**config.mk**
```make
export PLATFORM = sky130hd
export DESIGN_NAME = gsim_sequencer
export DESIGN_NICKNAME = d
export VERILOG_FILES = /design/src/rtl/gsim_sequencer.sv
export SDC_FILE = /design/constraint.sdc
export NUM_CORES = 1
export LEC_CHECK = 0
export ABC_AREA = 1
export BUFFER_PORTS_ARGS = -buffer_cell sky130_fd_sc_hd__buf_2
export CORE_MARGIN = 2
export CORE_UTILIZATION = 59
export CTS_BUF_LIST = sky130_fd_sc_hd__clkbuf_8
export CTS_CLUSTER_DIAMETER = 120
export DETAILED_ROUTE_END_ITERATION = 8
export HOLD_SLACK_MARGIN = 0.1
export MAX_ROUTING_LAYER = met4
export PLACE_DENSITY = 0.85
export SYNTH_ARGS = -nofsm -noshare
export SYNTH_HDL_FRONTEND = slang
export SYNTH_SLANG_ARGS = --single-unit
export TNS_END_PERCENT = 1
```
**constraint.sdc**
```tcl
create_clock -name clk -period 3.8 [get_ports clk]
set_input_delay 0 -clock clk [delete_from_list [all_inputs] [get_ports clk]]
set_output_delay 0 -clock clk [all_outputs]
set_load 0.05 [all_outputs]
```
**src/rtl/gsim_sequencer.sv**
```systemverilog
// Gauss-Seidel control sequencer: b-vector load count, row issue for ITER sweeps, LAT-deep write-back tagging.
// Latency: row issue starts the cycle after sample N-1; write-back follows each issue by exactly LAT cycles.
// No backpressure: issues are back-to-back; in_en during RUN/DRAIN aborts the run and restarts the load.
module gsim_sequencer #(
    parameter int N    = 16,
    parameter int ITER = 50,
    parameter int LAT  = 1,
    localparam int IW  = $clog2(N),
    localparam int PW  = $clog2(ITER + 1)
) (
    input  logic          clk,
    input  logic          reset,
    input  logic          in_en,
    output logic          b_wr_en,
    output logic [IW-1:0] b_wr_idx,
    output logic          issue_valid,
    output logic [IW-1:0] issue_idx,
    output logic [5:0]    tap_mask,
    output logic [PW-1:0] pass_cnt,
    output logic          wb_en,
    output logic [IW-1:0] wb_idx,
    output logic          out_valid,
    output logic [IW-1:0] out_idx,
    output logic          busy,
    output logic          done
);

    typedef enum logic [2:0] {
        S_IDLE,
        S_LOAD,
        S_RUN,
        S_DRAIN,
        S_DONE
    } state_t;

    localparam logic [IW-1:0] ROW_LAST  = IW'(N - 1);
    localparam logic [PW-1:0] PASS_LAST = PW'(ITER - 1);

    state_t        state, state_d;
    logic [IW-1:0] load_cnt, load_d;
    logic [IW-1:0] row, row_d;
    logic [PW-1:0] pass, pass_d;
    logic          flush;
    logic          drain_empty;

    logic [LAT-1:0] dl_vld;
    logic [IW-1:0]  dl_idx  [LAT];
    logic [PW-1:0]  dl_pass [LAT];

    always_ff @(posedge clk or negedge reset) begin
        if (!reset) begin
            state    <= S_IDLE;
            load_cnt <= '0;
            row      <= '0;
            pass     <= '0;
        end else begin
            state    <= state_d;
            load_cnt <= load_d;
            row      <= row_d;
            pass     <= pass_d;
        end
    end

    // Only the output stage may still hold a valid entry when DRAIN hands over to DONE.
    always_comb begin
        drain_empty = 1'b1;
        for (int k = 0; k < LAT - 1; k++) begin
            if (dl_vld[k]) drain_empty = 1'b0;
        end
    end

    always_comb begin
        state_d     = state;
        load_d      = load_cnt;
        row_d       = row;
        pass_d      = pass;
        flush       = 1'b0;
        b_wr_en     = 1'b0;
        b_wr_idx    = '0;
        issue_valid = 1'b0;
        done        = 1'b0;
        busy        = (state != S_IDLE);

        case (state)
            S_IDLE, S_DONE: begin
                done = (state == S_DONE);
                if (in_en) begin
                    b_wr_en = 1'b1;
                    load_d  = IW'(1);
                    state_d = S_LOAD;
                end else begin
                    state_d = S_IDLE;
                end
            end
            S_LOAD: begin
                b_wr_en  = in_en;
                b_wr_idx = load_cnt;
                if (in_en) begin
                    if (load_cnt == ROW_LAST) begin
                        load_d  = '0;
                        row_d   = '0;
                        pass_d  = '0;
                        state_d = S_RUN;
                    end else begin
                        load_d = load_cnt + IW'(1);
                    end
                end
            end
            S_RUN, S_DRAIN: begin
                if (in_en) begin
                    // Abort: this cycle is sample 0 of a fresh load; nothing in flight survives.
                    b_wr_en = 1'b1;
                    flush   = 1'b1;
                    load_d  = IW'(1);
                    row_d   = '0;
                    pass_d  = '0;
                    state_d = S_LOAD;
                end else if (state == S_RUN) begin
                    issue_valid = 1'b1;
                    if (row == ROW_LAST) begin
                        row_d = '0;
                        if (pass == PASS_LAST) begin
                            pass_d  = '0;
                            state_d = S_DRAIN;
                        end else begin
                            pass_d = pass + PW'(1);
                        end
                    end else begin
                        row_d = row + IW'(1);
                    end
                end else if (drain_empty) begin
                    state_d = S_DONE;
                end
            end
            default: state_d = S_IDLE;
        endcase
    end

    assign issue_idx = issue_valid ? row  : '0;
    assign pass_cnt  = issue_valid ? pass : '0;

    always_comb begin
        tap_mask = '0;
        if (issue_valid) begin
            tap_mask[0] = (issue_idx >= IW'(1));
            tap_mask[1] = (issue_idx <= IW'(N - 2));
            tap_mask[2] = (issue_idx >= IW'(2));
            tap_mask[3] = (issue_idx <= IW'(N - 3));
            tap_mask[4] = (issue_idx >= IW'(3));
            tap_mask[5] = (issue_idx <= IW'(N - 4));
        end
    end

    always_ff @(posedge clk or negedge reset) begin
        if (!reset) begin
            dl_vld <= '0;
            for (int k = 0; k < LAT; k++) begin
                dl_idx[k]  <= '0;
                dl_pass[k] <= '0;
            end
        end else if (flush) begin
            dl_vld <= '0;
            for (int k = 0; k < LAT; k++) begin
                dl_idx[k]  <= '0;
                dl_pass[k] <= '0;
            end
        end else begin
            dl_vld[0]  <= issue_valid;
            dl_idx[0]  <= issue_idx;
            dl_pass[0] <= pass_cnt;
            for (int k = 1; k < LAT; k++) begin
                dl_vld[k]  <= dl_vld[k-1];
                dl_idx[k]  <= dl_idx[k-1];
                dl_pass[k] <= dl_pass[k-1];
            end
        end
    end

    assign wb_en     = dl_vld[LAT-1];
    assign wb_idx    = dl_idx[LAT-1];
    assign out_valid = wb_en && (dl_pass[LAT-1] == PASS_LAST);
    assign out_idx   = wb_idx;

endmodule
```
==> results of run 1 <==
==> power groups by stage <==
stage	Sequential, mW	Clock, mW	Combinational [mW]
floorplan	0.392	0	0.382
global placement	0.391	0	0.482
detailed placement	0.391	0	0.488
CTS	0.387	0.235	0.492
global route	0.396	0.246	0.544
finish	0.388	0.231	0.497
==> final cells by class <==
| class | count | area (um^2) |
|---|---|---|
| clock buffers | 3 | 41.3 |
| flip-flops and latches | 28 | 701 |
| repair buffers | 38 | 200 |
| well taps | 30 | 37.5 |
| clock inverters | 1 | 30.0 |
| fillers | 210 | 677 |
| inverters | 28 | 105 |
| multi-input cells | 149 | 708 |
==> final timing paths <==
| check | from | end | slack, ns | depth (start not counted) |
|---|---|---|---|---|
| setup / recovery | state[2] | tap_mask[4] | 1.93 | 8 |
| hold / removal | reset | out_idx[0] | 0.27 | 2 |
| setup reg to reg | row[0] | pass[2] | 2.30 | 6 |
| hold reg to reg | pass[4] | pass[4] | 0.56 | 2 |
| max in group asynchronous | reset | state[0] | 3.13 | 2 |
| min in group clk | pass[4] | pass[4] | 0.56 | 2 |
==> stage by stage <==
step                      power [mW]  utilization (%)  setup slack, ns  std cells  hold slack (ns)
final                           1.12             72.9             1.93        277            0.269
after global routing            1.19             72.9             1.77        277            0.321
after global placement         0.873             69.3             2.30        271           0.0404
after floorplan                0.774                -             1.54        212           -0.296
after detailed placement       0.879             69.3             2.24        271           0.0428
after CTS                       1.11             72.9             1.93        277            0.286
==> registers in the layout, indices dropped and copies added (netlist names) <==
| signal | flops |
|---|---|
| dl_pass | 6 |
| load_cnt | 4 |
| out_idx | 4 |
| pass | 6 |
| row | 4 |
| state | 3 |
| wb_en | 1 |
==> kinds of logic (layout without fill, tap and decap cells) <==
group                      after synthesis  in the layout
AOI/OAI and AO/OA                       14             14
and+or+nand+nor                        129            129
DFF                                     28             28
adders and majority gates                4              4
xor gates and xnor gates                 2              2
buffers and inverters                   35             70
==> worst max-delay path: cells and delay by family, from the launching register on <==
| kind | cells | cell delay, ns |
|---|---|---|
| simple gates | 5 | 0.64 |
| flops | 1 | 0.46 |
| buf+inv | 2 | 0.42 |
| compound gates | 1 | 0.06 |
==> routing by layer <==
metal / wire (um) / up-vias / track usage (%)
met5: 0 / - / -
met4: 38 / 0 / 5.23
met3: 154 / 7 / 3.75
met2: 1460 / 43 / 35.5
met1: 1540 / 642 / 30.6
li1: - / 731 / -
==> placed cells by master, fill, tap and decap left out, types with 4 or more instances in the layout <==
| cell type | synthesis | routed |
|---|---|---|
| nand2_1 | 51 | 51 |
| nor2_1 | 42 | 42 |
| buf_2 | 2 | 36 |
| dfrtp_1 | 28 | 28 |
| inv_1 | 24 | 24 |
| nand3_1 | 18 | 18 |
| o21ai_0 | 7 | 7 |
| nand4_1 | 5 | 5 |
| inv_2 | 4 | 4 |
| a21oi_1 | 4 | 4 |
| ha_1 | 4 | 4 |
==> repair_timing <==
action                    in CTS  in global routing
hold buffers                   2                  0
hold endpoints to repair      31                  0
resized for setup              0                  0
==> flow_summary.json, run 1 <==
{
  "powerDensity_nw_per_um2": 612,
  "p_leak_nw": 1.07,
  "ys_seq_elements": 28,
  "synth_top_area_share_pct": 44.9,
  "netlist_instances": 212,
  "cap_viol_max_count": 0,
  "cts_sinks": 28,
  "first_pass_iters": 4,
  "cp_slowest_cell": "dfrtp_1",
  "vdd_drop_max_uv": 579,
  "die_h_um": 55.4,
  "syn-num-nets": 219,
  "synth_mux_area_share_pct": 0,
  "numPortBuffers": 36,
  "p_switching_mw": 0.515,
  "ios": 37,
  "p_int_mw": 0.601,
  "yosysSeqAreaShare_pct": 44.9,
  "synth_compound_gate_area_share_pct": 4.81,
  "yosys.area.top_type": "dfrtp_1",
  "post-route-drc-count": 0,
  "place_hpwl_um": 2390,
  "core.rowCount": 18,
  "max_stage_delay_ns": 0.46,
  "cts_buffer_depth": 2,
  "comb_power_share_pct": 44.5,
  "initial_core_util_pct": 62.5,
  "p_clk_share_pct": 20.7,
  "synth-edff-count": 0,
  "clk_pin_slew_worst_paths_ns": 0.09,
  "tns_ns": 0,
  "cts_tree": "built",
  "nNetsFinal": 255,
  "grt_pass1_vias": 1285,
  "synth_area_per_cell_um2": 7.37,
  "synthTopCellsByArea": "dfrtp_1, nand2_1, nor2_1",
  "placed_area_um2": 1730,
  "diodes": 0,
  "fin_area_um2": 1820,
  "ant_nets": 0,
  "tightest_slew_ns": 0.617,
  "path_max_fanout": 17,
  "antenna_found_initial": 0,
  "critPathLaunchType": "register",
  "synth_top_flop_cell": "dfrtp_1",
  "seqPwrFrac_pct": 34.8,
  "drtIter0Drc": 32,
  "netSwitchingFraction_pct": 46.2,
  "place_congestion": 0.861,
  "post_drt_wl_per_cell_um": 11.5,
  "numCtsBuffers": 3,
  "synthSimpleGateAreaFrac_pct": 36.2,
  "path_common_cell": "nor2_4",
  "relSlewSlack_pct": 58.9,
  "required_ns": 3.80,
  "crit_chain": "nor2_4, nand2_2, nor2_4, inv_2, nor2_2, nor2_1, o21ai_1, buf_2",
  "slew_violations": 0,
  "area_growth_pct": 16.7,
  "fin_crit_sh_pct": 49.3,
  "grt_pass1_wl_um": 5530,
  "async_reset_ff_share_pct": 100,
  "setup_violations": 0,
  "synth.cell_area_um2": 1560,
  "synthAdderAreaFrac_pct": 3.21,
  "arrival_ns": 1.87,
  "finClkSkew_ns": 0.00337,
  "worstHoldPathType": "primary input to async pin",
  "coreArea_um2": 2500,
  "period_needed_ns": 1.87,
  "netlist_top_cells_count": "nand2_1, nor2_1, dfrtp_1",
  "dieArea_um2": 3070,
  "final_layout_size_suffix_gt1_share_pct": 22.3,
  "grtUsageTotal_pct": 22.5,
  "via_count": 1423,
  "hold_viol": 0,
  "clockRootBuffer": "clkbuf_8",
  "grt-ovfl-total": 0,
  "synth.distinct_cells": 24,
  "cts_max_level": 1,
  "synth_top_family_by_area": "simple AND/OR/NAND/NOR gates",
  "synth_most_common_cell": "nand2_1",
  "grt_start_max_net_pins": 29,
  "worst_skew_pair.late_latency_ns": 0.27,
  "crit_type": "register to primary output",
  "rsz0062_at_grt": "false",
  "yosysWarningCount": 0,
  "endpoint_kind": "primary output",
  "synth_xor_xnor_area_share_pct": 1.12,
  "viasPerCell": 5.14,
  "wl_um": 3190,
  "die_w_um": 55.4,
  "fmax_mhz": 534,
  "cts_setup_buffers": 0,
  "outcome": "complete, no violations"
}
Power figures use the tool's default switching activity.
==> inputs of run 2 (changes only) <==
- ABC_AREA: 1 -> 0
- CORE_UTILIZATION: 59 -> 55
- PLACE_DENSITY: 0.85 -> 0.8
- clock period: 3.8 -> 1.92 ns (I/O delays scaled with it)
==> flow_summary.json, run 2 <==
{
  "cts_buffer_depth": 2,
  "initial_core_util_pct": 57.0,
  "slew_violations": 0,
  "stdcell_count": 234,
  "grt_pass1_wl_um": 5780,
  "seqPwrFrac_pct": 45.7,
  "path_buf_inv": 2,
  "outcome": "complete, no violations",
  "cap_viol_max_count": 0,
  "numCtsBuffers": 3,
  "ant_nets": 0,
  "yosys.area.top_type": "dfrtp_1",
  "grt-ovfl-total": 0,
  "reg2reg_depth": 5,
  "period_needed_ns": 1.77,
  "coreArea_um2": 2730,
  "arrival_ns": 1.77,
  "nNetsFinal": 211,
  "drtIter0Drc": 40,
  "crit_chain": "nor3b_2, nand2b_1, buf_4, a41oi_1, buf_4",
  "die_h_um": 57.2,
  "cts_tree": "built",
  "fmax_mhz": 565,
  "clk_pin_slew_worst_paths_ns": 0.09,
  "rsz0062_at_grt": "false",
  "synth_top_flop_cell": "dfrtp_1",
  "grt_pass1_vias": 1345,
  "clockRootBuffer": "clkbuf_8",
  "cts_max_level": 1,
  "place_congestion": 0.926,
  "worst_skew_pair.late_latency_ns": 0.28,
  "relSlewSlack_pct": 58.4,
  "path_common_cell": "buf_4",
  "dieArea_um2": 3270,
  "netlist_top_cells_count": "dfrtp_1, and2_1, nor2_1",
  "yosysWarningCount": 0,
  "cts_setup_buffers": 0,
  "dp.cells": 228,
  "netlist_instances": 169,
  "first_pass_iters": 4,
  "via_count": 1376,
  "cp_slowest_cell": "dfrtp_1",
  "yosysSeqAreaShare_pct": 45.0,
  "syn-num-nets": 176,
  "area_growth_pct": 18.6,
  "ys_seq_elements": 28,
  "required_ns": 1.92,
  "p_int_mw": 1.03,
  "async_reset_ff_share_pct": 100,
  "p_leak_nw": 0.952,
  "critPathLaunchType": "register",
  "synth_area_per_cell_um2": 9.22,
  "synthTopCellsByArea": "dfrtp_1, and2_1, nor2_1",
  "synth-edff-count": 0,
  "antenna_found_initial": 0,
  "p_switching_mw": 0.481,
  "vdd_drop_max_uv": 850,
  "place_hpwl_um": 2440,
  "post-route-drc-count": 0,
  "finClkSkew_ns": 0.00261,
  "ios": 37,
  "largestRegisters": "dl_pass: 6 flops, pass: 6 flops",
  "cts_sinks": 28,
  "die_w_um": 57.2,
  "fin_crit_sh_pct": 92.1,
  "final_cell_mix": "buf_2, dfrtp_1, and2_1, nor2_1, o21ai_0",
  "final_layout_size_suffix_gt1_share_pct": 27.1,
  "tightest_slew_ns": 0.624,
  "reg2reg_setup_slack_ns": 0.17,
  "crit_type": "register to primary output",
  "powerDensity_nw_per_um2": 817,
  "regToRegStartpoint": "load_cnt[0]",
  "wl_um": 3350,
  "crit_family": "flip-flops",
  "worstHoldPathType": "primary input to async pin",
  "diodes": 0,
  "max_stage_delay_ns": 0.47,
  "synth_most_common_cell": "dfrtp_1",
  "total_power_mw": 1.51,
  "synth_top_area_share_pct": 45.0,
  "rr_endpoint": "pass[1]",
  "viasPerCell": 5.88,
  "path_max_fanout": 11,
  "netSwitchingFraction_pct": 31.8,
  "synth.distinct_cells": 42,
  "grt_start_max_net_pins": 29,
  "p_clk_share_pct": 30.9,
  "comb_power_share_pct": 23.4,
  "core.rowCount": 19,
  "post_drt_wl_per_cell_um": 14.3,
  "synth.cell_area_um2": 1560,
  "setup_violations": 0,
  "numPortBuffers": 36,
  "hold_viol": 0,
  "endpoint_kind": "primary output",
  "layout_commonest_cell": "buf_2",
  "grtUsageTotal_pct": 23.2
}
## run 2: changes by cell type after synthesis, moves of 4 or more
cell      before  now
a22o_1         0    4
a31oi_1        1    7
and2_1         0   18
and3_1         0    5
clkbuf_1       0    5
inv_1         24    6
inv_2          4    0
nand2_1       51    8
nand2b_1       0    4
nand3_1       18    5
nand4_1        5    0
nor2_1        42   18
o21ai_0        7   11
or3_1          0    4
## run 2: area by class of cell
cell class              instances  area [um^2]
clock buffers                   3         41.3
clock inverters                 1         30.0
fillers                       218          886
inverters                       6         22.5
multi-input cells             121          767
flip-flops and latches         28          701
well taps                      31         38.8
repair buffers                 44          248
## run 2: metrics by stage
stage / utilization (%) / setup WS, ns / hold slack [ns] / setup TNS [ns] / instance area, um^2
2_1_floorplan: - / -0.211 / -0.296 / -1.68 / 1560
4_1_cts: 67.4 / 0.0283 / 0.286 / 0 / 1840
6_report: 67.6 / 0.151 / 0.264 / 0 / 1850
3_3_place_gp: 64.0 / 0.241 / 0.0450 / 0 / 1750
5_1_grt: 67.6 / 0.0566 / 0.329 / 0 / 1850
3_5_place_dp: 64.0 / 0.186 / 0.0523 / 0 / 1750
## run 2: worst max path at each step
| stage | startpoint | endpoint | slack [ns] | depth (start not counted) |
|---|---|---|---|---|
| 3_3_place_gp | load_cnt[0] | pass[1] | 0.24 | 5 |
| 2_1_floorplan | state[2] | issue_idx[1] | -0.21 | 6 |
| 6_report | state[2] | tap_mask[1] | 0.15 | 5 |
| 5_1_grt | load_cnt[0] | pass[1] | 0.06 | 5 |
| 4_1_cts | state[2] | tap_mask[1] | 0.03 | 5 |
| 3_5_place_dp | load_cnt[0] | pass[1] | 0.19 | 5 |
## run 2: power groups by stage
stage | Sequential [mW] | Clock (mW) | Combinational, mW
after floorplan | 0.685 | 0 | 0.275
after global placement | 0.696 | 0 | 0.342
after detailed placement | 0.698 | 0 | 0.351
after CTS | 0.687 | 0.475 | 0.356
after global routing | 0.697 | 0.496 | 0.386
final | 0.690 | 0.467 | 0.354
## run 2: kinds of logic after synthesis
logic type | Yosys count | share of synthesized area (%)
flip-flops | 28 | 45.0
AO/OA/AOI/OAI | 40 | 17.5
XOR/XNOR | 1 | 0.562
buffers and inverters | 20 | 6.51
AND/OR/NAND/NOR | 76 | 27.2
adder cells (fa/ha/maj) | 4 | 3.21
## run 2: layer usage
metal  track usage [%]  part of all wire [%]  up-vias
li1                  -                     -      662
met1              27.4                    43      655
met2              39.1                    50       52
met3              3.40                   4.9        7
met4              11.0                   2.0        0
met5                 -                     0        -
## run 2: what timing repair did
action                                  in CTS  in global routing
resized for setup                            2                  1
endpoints found under the setup margin       9                 11
endpoints found under the hold margin       29                  0
hold buffers                                 2                  0
## run 2: worst reg2reg max path: stages (launching register included)
cell     delay [ns]
dfrtp_1        0.43
ha_1           0.22
a41oi_1        0.17
o22a_1         0.31
or4b_1         0.47
o21ai_0        0.08
==> inputs of run 3 (changes only) <==
- ABC_AREA: 0 -> 1
- CORE_UTILIZATION: 55 -> 50
- MAX_ROUTING_LAYER: met4 -> unset
- PLACE_DENSITY: 0.8 -> 0.76
- clock period: 1.92 -> 1.6 ns (I/O delays scaled with it)
==> flow_summary.json, run 3 (same netlist as run 1, synthesis figures left out) <==
{
  "post-route-drc-count": 0,
  "cap_viol_max_count": 0,
  "place_hpwl_um": 2430,
  "path_max_fanout": 6,
  "setup_violations": 14,
  "reg2reg_depth": 7,
  "wl_um": 3720,
  "netSwitchingFraction_pct": 47.7,
  "endpoint_kind": "primary output",
  "met1_length_um": 1580,
  "fmax_mhz": 584,
  "fin_crit_sh_pct": 107,
  "rr_endpoint": "dl_pass[0]",
  "period_needed_ns": 1.71,
  "cts_buffer_depth": 2,
  "p_clk_share_pct": 13.7,
  "seqPwrFrac_pct": 32.0,
  "hold_viol": 0,
  "ant_nets": 0,
  "stdcell_count": 292,
  "dr_wl_met3_um": 175,
  "worst_slack_ns": -0.113,
  "worst_skew_pair.late_latency_ns": 0.28,
  "grtUsageTotal_pct": 21.8,
  "route.met2.wl_um": 1900,
  "crit_start": "state[2]",
  "dp.cells": 280,
  "drtIter0Drc": 50,
  "coreArea_um2": 3000,
  "post_drt_wl_per_cell_um": 12.7,
  "nNetsFinal": 267,
  "powerDensity_nw_per_um2": 1280,
  "reg2reg_setup_slack_ns": 0.12,
  "grt_start_max_net_pins": 29,
  "cts_tree": "built",
  "die_h_um": 59.9,
  "comb_power_share_pct": 54.3,
  "initial_core_util_pct": 52.0,
  "violations": "negative setup slack",
  "arrival_ns": 1.71,
  "p_leak_nw": 1.18,
  "area_growth_pct": 41.4,
  "numCtsBuffers": 3,
  "cts_sinks": 28,
  "regToRegStartpoint": "state[2]",
  "worstHoldPathType": "primary input to async pin",
  "largestRegisters": "dl_pass: 6 flops, pass: 6 flops",
  "rsz0062_at_grt": "true",
  "final_layout_size_suffix_gt1_share_pct": 34.7,
  "grt_pass1_vias": 1356,
  "grt-ovfl-total": 0,
  "viasPerCell": 5.16,
  "layout_commonest_cell": "nand2_1",
  "first_pass_iters": 4,
  "relSlewSlack_pct": 58.6,
  "numPortBuffers": 36,
  "die_w_um": 59.9,
  "place_congestion": 0.929,
  "clockRootBuffer": "clkbuf_8",
  "crit_type": "register to primary output",
  "clk_pin_slew_worst_paths_ns": 0.09,
  "ios": 37,
  "finClkSkew_ns": 0.00623,
  "required_ns": 1.60,
  "tightest_slew_ns": 0.621,
  "diodes": 0,
  "dr.max_layer_used": "met4",
  "outcome": "finished, violations left",
  "via_count": 1507,
  "slew_violations": 0,
  "cts_max_level": 1,
  "antenna_found_initial": 0,
  "dieArea_um2": 3590,
  "final_cell_mix": "nand2_1, nor2_1, dfrtp_1, inv_1",
  "total_power_mw": 2.83,
  "grt_pass1_wl_um": 5880,
  "p_switching_mw": 1.35,
  "p_int_mw": 1.48,
  "critPathLaunchType": "register",
  "vdd_drop_max_uv": 1070,
  "core.rowCount": 20
}
[run 3: final cells by class]
| type | instances | area (um^2) |
|---|---|---|
| inverters | 28 | 111 |
| clock buffers | 3 | 41.3 |
| repair buffers | 50 | 448 |
| flip-flops and latches | 28 | 702 |
| clock inverters | 1 | 3.75 |
| fillers | 208 | 795 |
| well taps | 33 | 41.3 |
| multi-input cells | 149 | 861 |
[run 3: worst max path at each step]
stage,to,slack [ns],cells after the start
finish,tap_mask[4],-0.11,8
global placement,tap_mask[4],0.09,7
detailed placement,tap_mask[4],0.05,7
floorplan,tap_mask[4],-0.17,8
global route,tap_mask[4],-0.20,8
CTS,tap_mask[4],-0.05,8
[run 3: repair_timing]
action | CTS | global route
hold buffers | 2 | 0
gates resized for setup | 35 | 26
pin swaps | 5 | 4
gates cloned | 0 | 0
endpoints found under the setup margin | 17 | 29
hold endpoints to repair | 29 | 0
setup buffers | 4 | 2
[run 3: stage by stage]
step / hold slack (ns) / utilization [%] / cell area, um^2 / setup WS [ns] / TNS, ns
global placement: 0.0458 / 63.7 / 1910 / 0.0925 / 0
global route: 0.342 / 73.5 / 2210 / -0.195 / -2.59
CTS: 0.285 / 70.8 / 2130 / -0.0463 / -0.493
detailed placement: 0.0483 / 63.7 / 1910 / 0.0523 / 0
floorplan: -0.296 / - / 1680 / -0.170 / -1.68
finish: 0.265 / 73.5 / 2210 / -0.113 / -1.30
[run 3: critical path, stage by stage (launching register included)]
cell and delay, ns:
dfrtp_2 0.44, nor2_4 0.13, nand2_2 0.09, nor2_4 0.25, nand2_2 0.13, inv_2 0.09, nor2_4 0.06, o21ai_4 0.07
buf_8 0.17
[run 3: per-layer routing]
metal  up-vias  global-route usage, %
li1        751                      -
met4         0                   11.1
met3         7                   2.81
met1       694                   27.7
met2        55                   36.0
met5         -                      0
[run 3: power by group through the flow]
stage | clock network (mW) | logic (mW) | registers, mW
2_1_floorplan | 0 | 0.948 | 0.933
3_3_place_gp | 0 | 1.30 | 0.919
3_5_place_dp | 0 | 1.31 | 0.923
4_1_cts | 0.393 | 1.41 | 0.904
5_1_grt | 0.427 | 1.67 | 0.927
6_report | 0.388 | 1.54 | 0.906
